--- src/rtl/instruction_fetch.sv ---
// instruction_fetch: IF stage owning the PC and IF/ID register, with stall, redirect and HALT handling.
// Optional single-step debug input enabled by defining IF_STEP_MODE_EN.
module instruction_fetch #(
  parameter int PC_BITS = 32,
  parameter int INSTRUCTION_BITS = 32,
  parameter logic [INSTRUCTION_BITS-1:0] HALT_WORD = 32'hFFFFFFFF,
  parameter logic [INSTRUCTION_BITS-1:0] NOP_WORD = 32'h00000000
) (
  input  logic                        clk,
  input  logic                        rst,
`ifdef IF_STEP_MODE_EN
  input  logic                        i_step,
`endif
  input  logic                        i_enable,
  input  logic                        i_PCWrite,
  input  logic                        i_if_id_write,
  input  logic                        i_branch,
  input  logic [PC_BITS-1:0]          i_branch_address,
  input  logic                        i_jump,
  input  logic [PC_BITS-1:0]          i_jump_address,
  output logic [PC_BITS-1:0]          o_imem_addr,
  input  logic [INSTRUCTION_BITS-1:0] i_imem_data,
  output logic [INSTRUCTION_BITS-1:0] o_instruction,
  output logic [PC_BITS-1:0]          o_PCNext,
  output logic [PC_BITS-1:0]          o_pc,
  output logic                        o_halted
);
  typedef enum logic {RUN, HALTED} state_t;
  state_t state, state_nx;
  logic [PC_BITS-1:0] pc, pc_nx, pcn_nx, pc_inc, target;
  logic [INSTRUCTION_BITS-1:0] instr_nx;
  logic upd, redirect;
`ifdef IF_STEP_MODE_EN
  assign upd = i_enable | i_step;
`else
  assign upd = i_enable;
`endif
  assign pc_inc = pc + 1'b1;
  assign redirect = i_branch | i_jump;
  assign target = i_branch ? i_branch_address : i_jump_address;
  assign o_imem_addr = pc;
  assign o_pc = pc;
  assign o_halted = (state == HALTED);
  always_comb begin
    pc_nx = pc;
    instr_nx = o_instruction;
    pcn_nx = o_PCNext;
    state_nx = state;
    if (state == RUN) begin
      if (redirect) begin
        pc_nx = target;
        instr_nx = NOP_WORD;
        pcn_nx = '0;
      end else if (!i_PCWrite) begin
        instr_nx = i_if_id_write ? NOP_WORD : o_instruction;
      end else if (i_imem_data == HALT_WORD) begin
        instr_nx = HALT_WORD;
        pcn_nx = pc_inc;
        state_nx = HALTED;
      end else begin
        pc_nx = pc_inc;
        instr_nx = i_imem_data;
        pcn_nx = pc_inc;
      end
    end else if (i_branch) begin
      // the halt was fetched down a mispredicted path; resume at the target
      pc_nx = i_branch_address;
      instr_nx = NOP_WORD;
      pcn_nx = '0;
      state_nx = RUN;
    end else begin
      instr_nx = i_if_id_write ? NOP_WORD : o_instruction;
    end
  end
  always_ff @(posedge clk or negedge rst) begin
    if (!rst) begin
      pc <= '0;
      o_instruction <= NOP_WORD;
      o_PCNext <= '0;
      state <= RUN;
    end else if (upd) begin
      pc <= pc_nx;
      o_instruction <= instr_nx;
      o_PCNext <= pcn_nx;
      state <= state_nx;
    end
  end
endmodule

--- config.mk ---
export PLATFORM = sky130hd
export DESIGN_NAME = instruction_fetch
export DESIGN_NICKNAME = d
export VERILOG_FILES = /design/src/rtl/instruction_fetch.sv
export SDC_FILE = /design/constraint.sdc
export NUM_CORES = 1
export LEC_CHECK = 0
export CORE_ASPECT_RATIO = 0.75
export CORE_MARGIN = 5
export CORE_UTILIZATION = 55
export DETAILED_ROUTE_END_ITERATION = 10
export DONT_BUFFER_PORTS = 1
export PLACE_DENSITY = 0.7
export SYNTH_ARGS = -nofsm -noshare
export SYNTH_HDL_FRONTEND = slang
export SYNTH_SLANG_ARGS = --single-unit
--- constraint.sdc ---
create_clock -name clk -period 3.8 [get_ports clk]
set_input_delay 0.57 -clock clk [delete_from_list [all_inputs] [get_ports clk]]
set_output_delay 0.57 -clock clk [all_outputs]
set_load 0.02 [all_outputs]
### Word-level counts from Yosys, hierarchy flattened

Index checks and enable logic that the tools add are counted.

| cells by class | value |
|---|---|
| $add $sub $neg | 1 |
| $mul | 0 |
| divide/modulo/power cells | 0 |
| $lt $le $gt $ge | 0 |
| equal/unequal tests | 3 |
| shift-type cells | 0 |
| multiplexer cells | 21 |
| bitwise gates (word level) | 1 |
| reductions and logical operators | 3 |

Operator list:

| kind | number |
|---|---|
| 32-bit two-way mux | 16 |
| 32-bit by 1-bit adder with 32-bit output (second input constant) | 1 |
| 32-bit == test (second input constant) | 1 |
| 1-bit two-way mux | 5 |
| 4-bit AND reduction | 1 |
| 3-bit != test (second input constant) | 1 |
| 3-bit AND reduction | 1 |
| 3-bit nonzero test | 1 |
| 2-bit != test (second input constant) | 1 |
| 1-bit OR | 1 |

| storage, ports and cells | value |
|---|---|
| flip-flop bits (word level) | 97 |
| bits in latches | 0 |
| bits in writable memories | 0 |
| bits in read-only memories | 0 |
| input bits | 103 |
| output and inout port bits | 129 |
| word-level logic and storage cells | 33 |
| memories | 0 |

### Depth between registers and ports, before layout

| logic depth | value |
|---|---|
| depth after elaboration | 5 |
| mapped depth | 9 |
| depth with buffers taken out | 7 |

### Worst setup path before layout

No wires, ideal clock.

| timing | value |
|---|---|
| path kind | reg-to-reg |
| from | register pc[2] (netlist: o_imem_addr[2]) |
| to | register pc[29] (netlist: o_imem_addr[29]) |
| setup time | 0.128 ns |
| arrival time | 2.195 ns |
| required time | 3.672 ns |
| setup slack | 1.477 ns |
| stages on the path, launching flop included | 9 |
| path buffers | 2 |
| period minus slack after synthesis | 2.323 ns |
| cell sequence | dfrtp_1 -> clkbuf_2 -> nand3_1 -> or4_1 -> buf_2 -> nor4b_4 -> xor2_1 -> a221oi_1 -> o21ai_1 |

| on the way | value |
|---|---|
| word-level cells in the longest chain between the ends | 5 |

Ends and longest elaborated chain:

| what | line | text |
|---|---|---|
| start: declaration | 30 | `logic [PC_BITS-1:0] pc, pc_nx, pcn_nx, pc_inc, target;` |
| start signal: assignment | 82 | `pc <= pc_nx;` |
| 32-bit by 1-bit adder with 32-bit output | 38 | `assign pc_inc = pc + 1'b1;` |
| 32-bit two-way mux | 56 | `end else if (i_imem_data == HALT_WORD) begin` |
| 32-bit two-way mux | 54 | `end else if (!i_PCWrite) begin` |
| 32-bit two-way mux | 50 | `if (redirect) begin` |
| 32-bit two-way mux | 49 | `if (state == RUN) begin` |

Every way passes these cells. The select of a mux whose other input is x is not followed.
A chain may end at the register's enable or synchronous reset.

### Worst setup path in the final report

| timing | value |
|---|---|
| from | register pc[2] (netlist: o_imem_addr[2]) |
| to | register pc[31] (netlist: o_imem_addr[31]) |

Same word-level chain as after synthesis.

==> summary.md <==
| Metric | Value |
|---|---|
| Reg-to-reg critical path startpoint | `o_imem_addr[2]` |
| Most crowded layer after global routing | `met2` |
| Mapped Area | `0.00588 mm²` |
| Final hold violations | `0` |
| Mean post-synth cell area | `8.40 µm²` |
| Via count | `5386` |
| Slew HR | `16.7%` |
| Yosys reg bits | `97` |
| VDD IR-drop max | `between 200 and 300 µV` |
| Setup TNS | `0 ps` |
| Arrival time at the worst endpoint | `3400 ps` |
| Fraction of registers with async set/reset | `100%` |
| Main synth FF type | `dfrtp_1` |
| CTS Buffer Depth | `2` |
| Gate Count Post-Synth | `700` |
| Max-cap violations | `0` |
| Core area | `just over 0.01 mm²` |
| Met1 global-route usage | `approximately two fifths` |
| Largest family of logic cells by synthesized area | `compound AO/OA/AOI/OAI gates` |
| Fillers | `960` |
| Simple-Gate Fraction of Synth Area | `17.2%` |
| Chip height | `between 90 and 100 µm` |
| Via density | `6.94` |
| Nature of the critical path endpoint | `flop` |
| Sequential share of the synthesized area | `~41%` |
| Syn nets | `804` |
| WL per Instance | `24.9 µm` |
| Clock share of power | `31.4%` |
| Synth Area in Adders | `less than 1%` |
| Distinct cells, synth | `56` |
| Initial antenna violation count | `0` |
| Switch Pwr | `around 1.0 mW` |
| Outcome | `finished clean` |
| R2R setup slack | `630 ps` |
| Root Driver | `clkbuf_16` |
| Area of the multi-input gates | `0.00302 mm²` |
| Initial Util | `56.7%` |
| Tightest Hold Check Type | `input pin to asynchronous set/reset pin` |
| GP Congestion | `0.849` |
| Comb pwr share | `13.9%` |
| Most frequent cells in the layout | `97 x dfrtp_1, 82 x o21ai_0, 70 x nor2_1` |
| Cell area power density | `between 400 and 500 mW/mm²` |
| Antenna viol nets, final | `0` |
| # IOs | `approximately 230` |
| Tot GR Track Use | `29.6%` |
| Synth Area in Compound Gates | `28.4%` |
| N_diodes | `0` |
| Final Max Tran Viols | `0` |
| CP startpoint kind | `flop` |
| Required @ worst endpoint | `4030 ps` |
| DRT iter0 DRCs | `566` |
| Leakage | `2.41 nW` |
| Switching Fraction | `37.0%` |
| Later-pin clock latency in the skew report | `350 ps` |
| Die Span X | `approximately 130 µm` |
| Number of global-route vias before repair | `5303` |
| GR Util met2 | `roughly 44%` |
| Synth Area in XOR/XNOR | `between 4 and 5%` |
| Die area | `0.0129 mm²` |
| H-Tree Depth | `3` |
| Kind of critical path | `flop to flop` |
| Grt met3 use | `10.6%` |
| CTS tree | `built` |
| Fraction of final layout cells sized beyond drive strength 1 | `roughly 6.6%` |
| Final wirelength | `19300 µm` |
| Worst-path fanout max | `9` |
| Post-synthesis mux area share | `0.340%` |
| Post-synth EDFFs | `0` |
| Clock Skews | `6.61 ps` |
| First-pass GRT wire length | `30100 µm` |
| Post_cts resized | `0` |
| Register area | `between 0.002 and 0.0025 mm²` |
| Minimum clock period after layout | `between 3000 and 4000 ps` |
| Power share of the sequential group | `between 50% and 60%` |
| Unrepaired setup endpoints after global routing | `no` |
| Final Setup Violations | `0` |
| Worst slew pin tran | `around 1200 ps` |
| Total power | `2.74 mW` |
| Final #Nets | `739` |
| Register clock-pin slew on the reported worst setup and hold paths | `approximately 70 ps` |
| Total internal power | `1.73 mW` |
| Overflow after GRT | `0` |
| HPWL reported at the end of detailed placement | `13500 µm` |
| Commonest non-fill, non-tap cell in the layout | `dfrtp_1` |
| P&R area growth vs syn | `2.11%` |
| Tcrit/Tclk final | `approximately 83%` |
| PortBufs | `0` |
| 1st-pass router iterations | `5` |
| Fmax | `316 MHz` |
| Fin util | `57.9%` |
| Rows | `32` |
| DR DRC count | `0` |
| Largest net degree at the start of global routing | `98` |
| Critical path origin | `o_imem_addr[2]` |
| Worst Slack Setup Final | `631 ps` |
| Clock sink count | `97` |
| Synth warn | `0` |
| Worst slack, placed | `around 760 ps` |
| CTS Buf Count | `9` |
[cells in the mapped netlist (all sizes together) (4+ instances only)]
cell type / instances / share of area (%)
a22o: 44 / 6.6
o21ai: 85 / 7.2
inv: 8 / 0.51
nor2: 73 / 4.7
dfrtp: 97 / 41
nand2b: 4 / 0.43
a21oi: 65 / 5.5
o31ai: 8 / 1.0
clkbuf: 44 / 2.8
nand4: 20 / 2.4
nand2: 62 / 4.0
buf: 41 / 4.8
xor2: 13 / 1.9
nor3: 11 / 1.0
nand3: 15 / 1.3
a221oi: 8 / 1.2
xnor2: 17 / 2.5
o21a: 5 / 0.64
nor4: 8 / 0.96
and3: 6 / 0.64
a31oi: 27 / 2.9
[metal layers]
| layer | wire (µm) | vias up |
|---|---|---|
| li1 | - | 2393 |
| met1 | 8090 | 2632 |
| met2 | 8480 | 340 |
| met3 | 2570 | 21 |
| met4 | 213 | 0 |
| met5 | 0 | - |
[registers in the layout, indices dropped and copies added, names as in the netlist]
| signal | cells |
|---|---|
| o_imem_addr | 32 |
| o_PCNext | 32 |
| o_instruction | 32 |
| o_halted | 1 |
[kinds of logic after synthesis]
logic type / count (synthesis)
buf+inv: 93
fa+ha+maj: 1
simple gates: 212
flops: 97
mux: 2
xor+xnor: 30
compound gates: 265
[cell type report]
type                       instances  area share [%]
tap                              136            2.83
clock inverter                     6           0.729
clock buffer                      10            3.81
timing repair buffer               9            1.46
multi-input combinational        510            50.2
sequential                        97            40.4
inverter                           8           0.500
[metrics by stage]
stage / hold slack [ps] / instances / cell area (µm²)
5_1_grt: 178 / 776 / 6000
4_1_cts: 176 / 776 / 6000
3_3_place_gp: 277 / 759 / 5700
2_1_floorplan: 274 / 700 / 5880
3_5_place_dp: 278 / 759 / 5700
6_report: 139 / 776 / 6000
[power groups by stage]
stage	Clock, mW	Combinational (mW)	Sequential (mW)
after floorplan	0	0.467	1.37
after global placement	0	0.338	1.52
after detailed placement	0	0.354	1.52
after CTS	0.878	0.380	1.50
after global routing	0.917	0.428	1.52
final	0.863	0.382	1.50
[final timing paths]
path / endpoint / cells past startpoint
max in group asynchronous: o_PCNext[21] / 1
min: o_instruction[7] / 1
max reg2reg: o_imem_addr[31] / 6
min reg2reg: o_PCNext[20] / 2
min in group clk: o_instruction[21] / 1
max: o_imem_addr[31] / 6
[critical path, cell delays in order (launching register included)]
cell      delay (ps)
dfrtp_1          700
nand3_1          370
nor4_1          1080
nand4_1          310
xor2_1           250
o221ai_1         140
a22o_1           200
[timing repair]
item / 4_1_cts / 5_1_grt
hold buffers: 1 / 0
buffers inserted: 0 / 0
hold endpoints to repair: 97 / 0
Note: power is estimated with default switching activity, not from simulation.
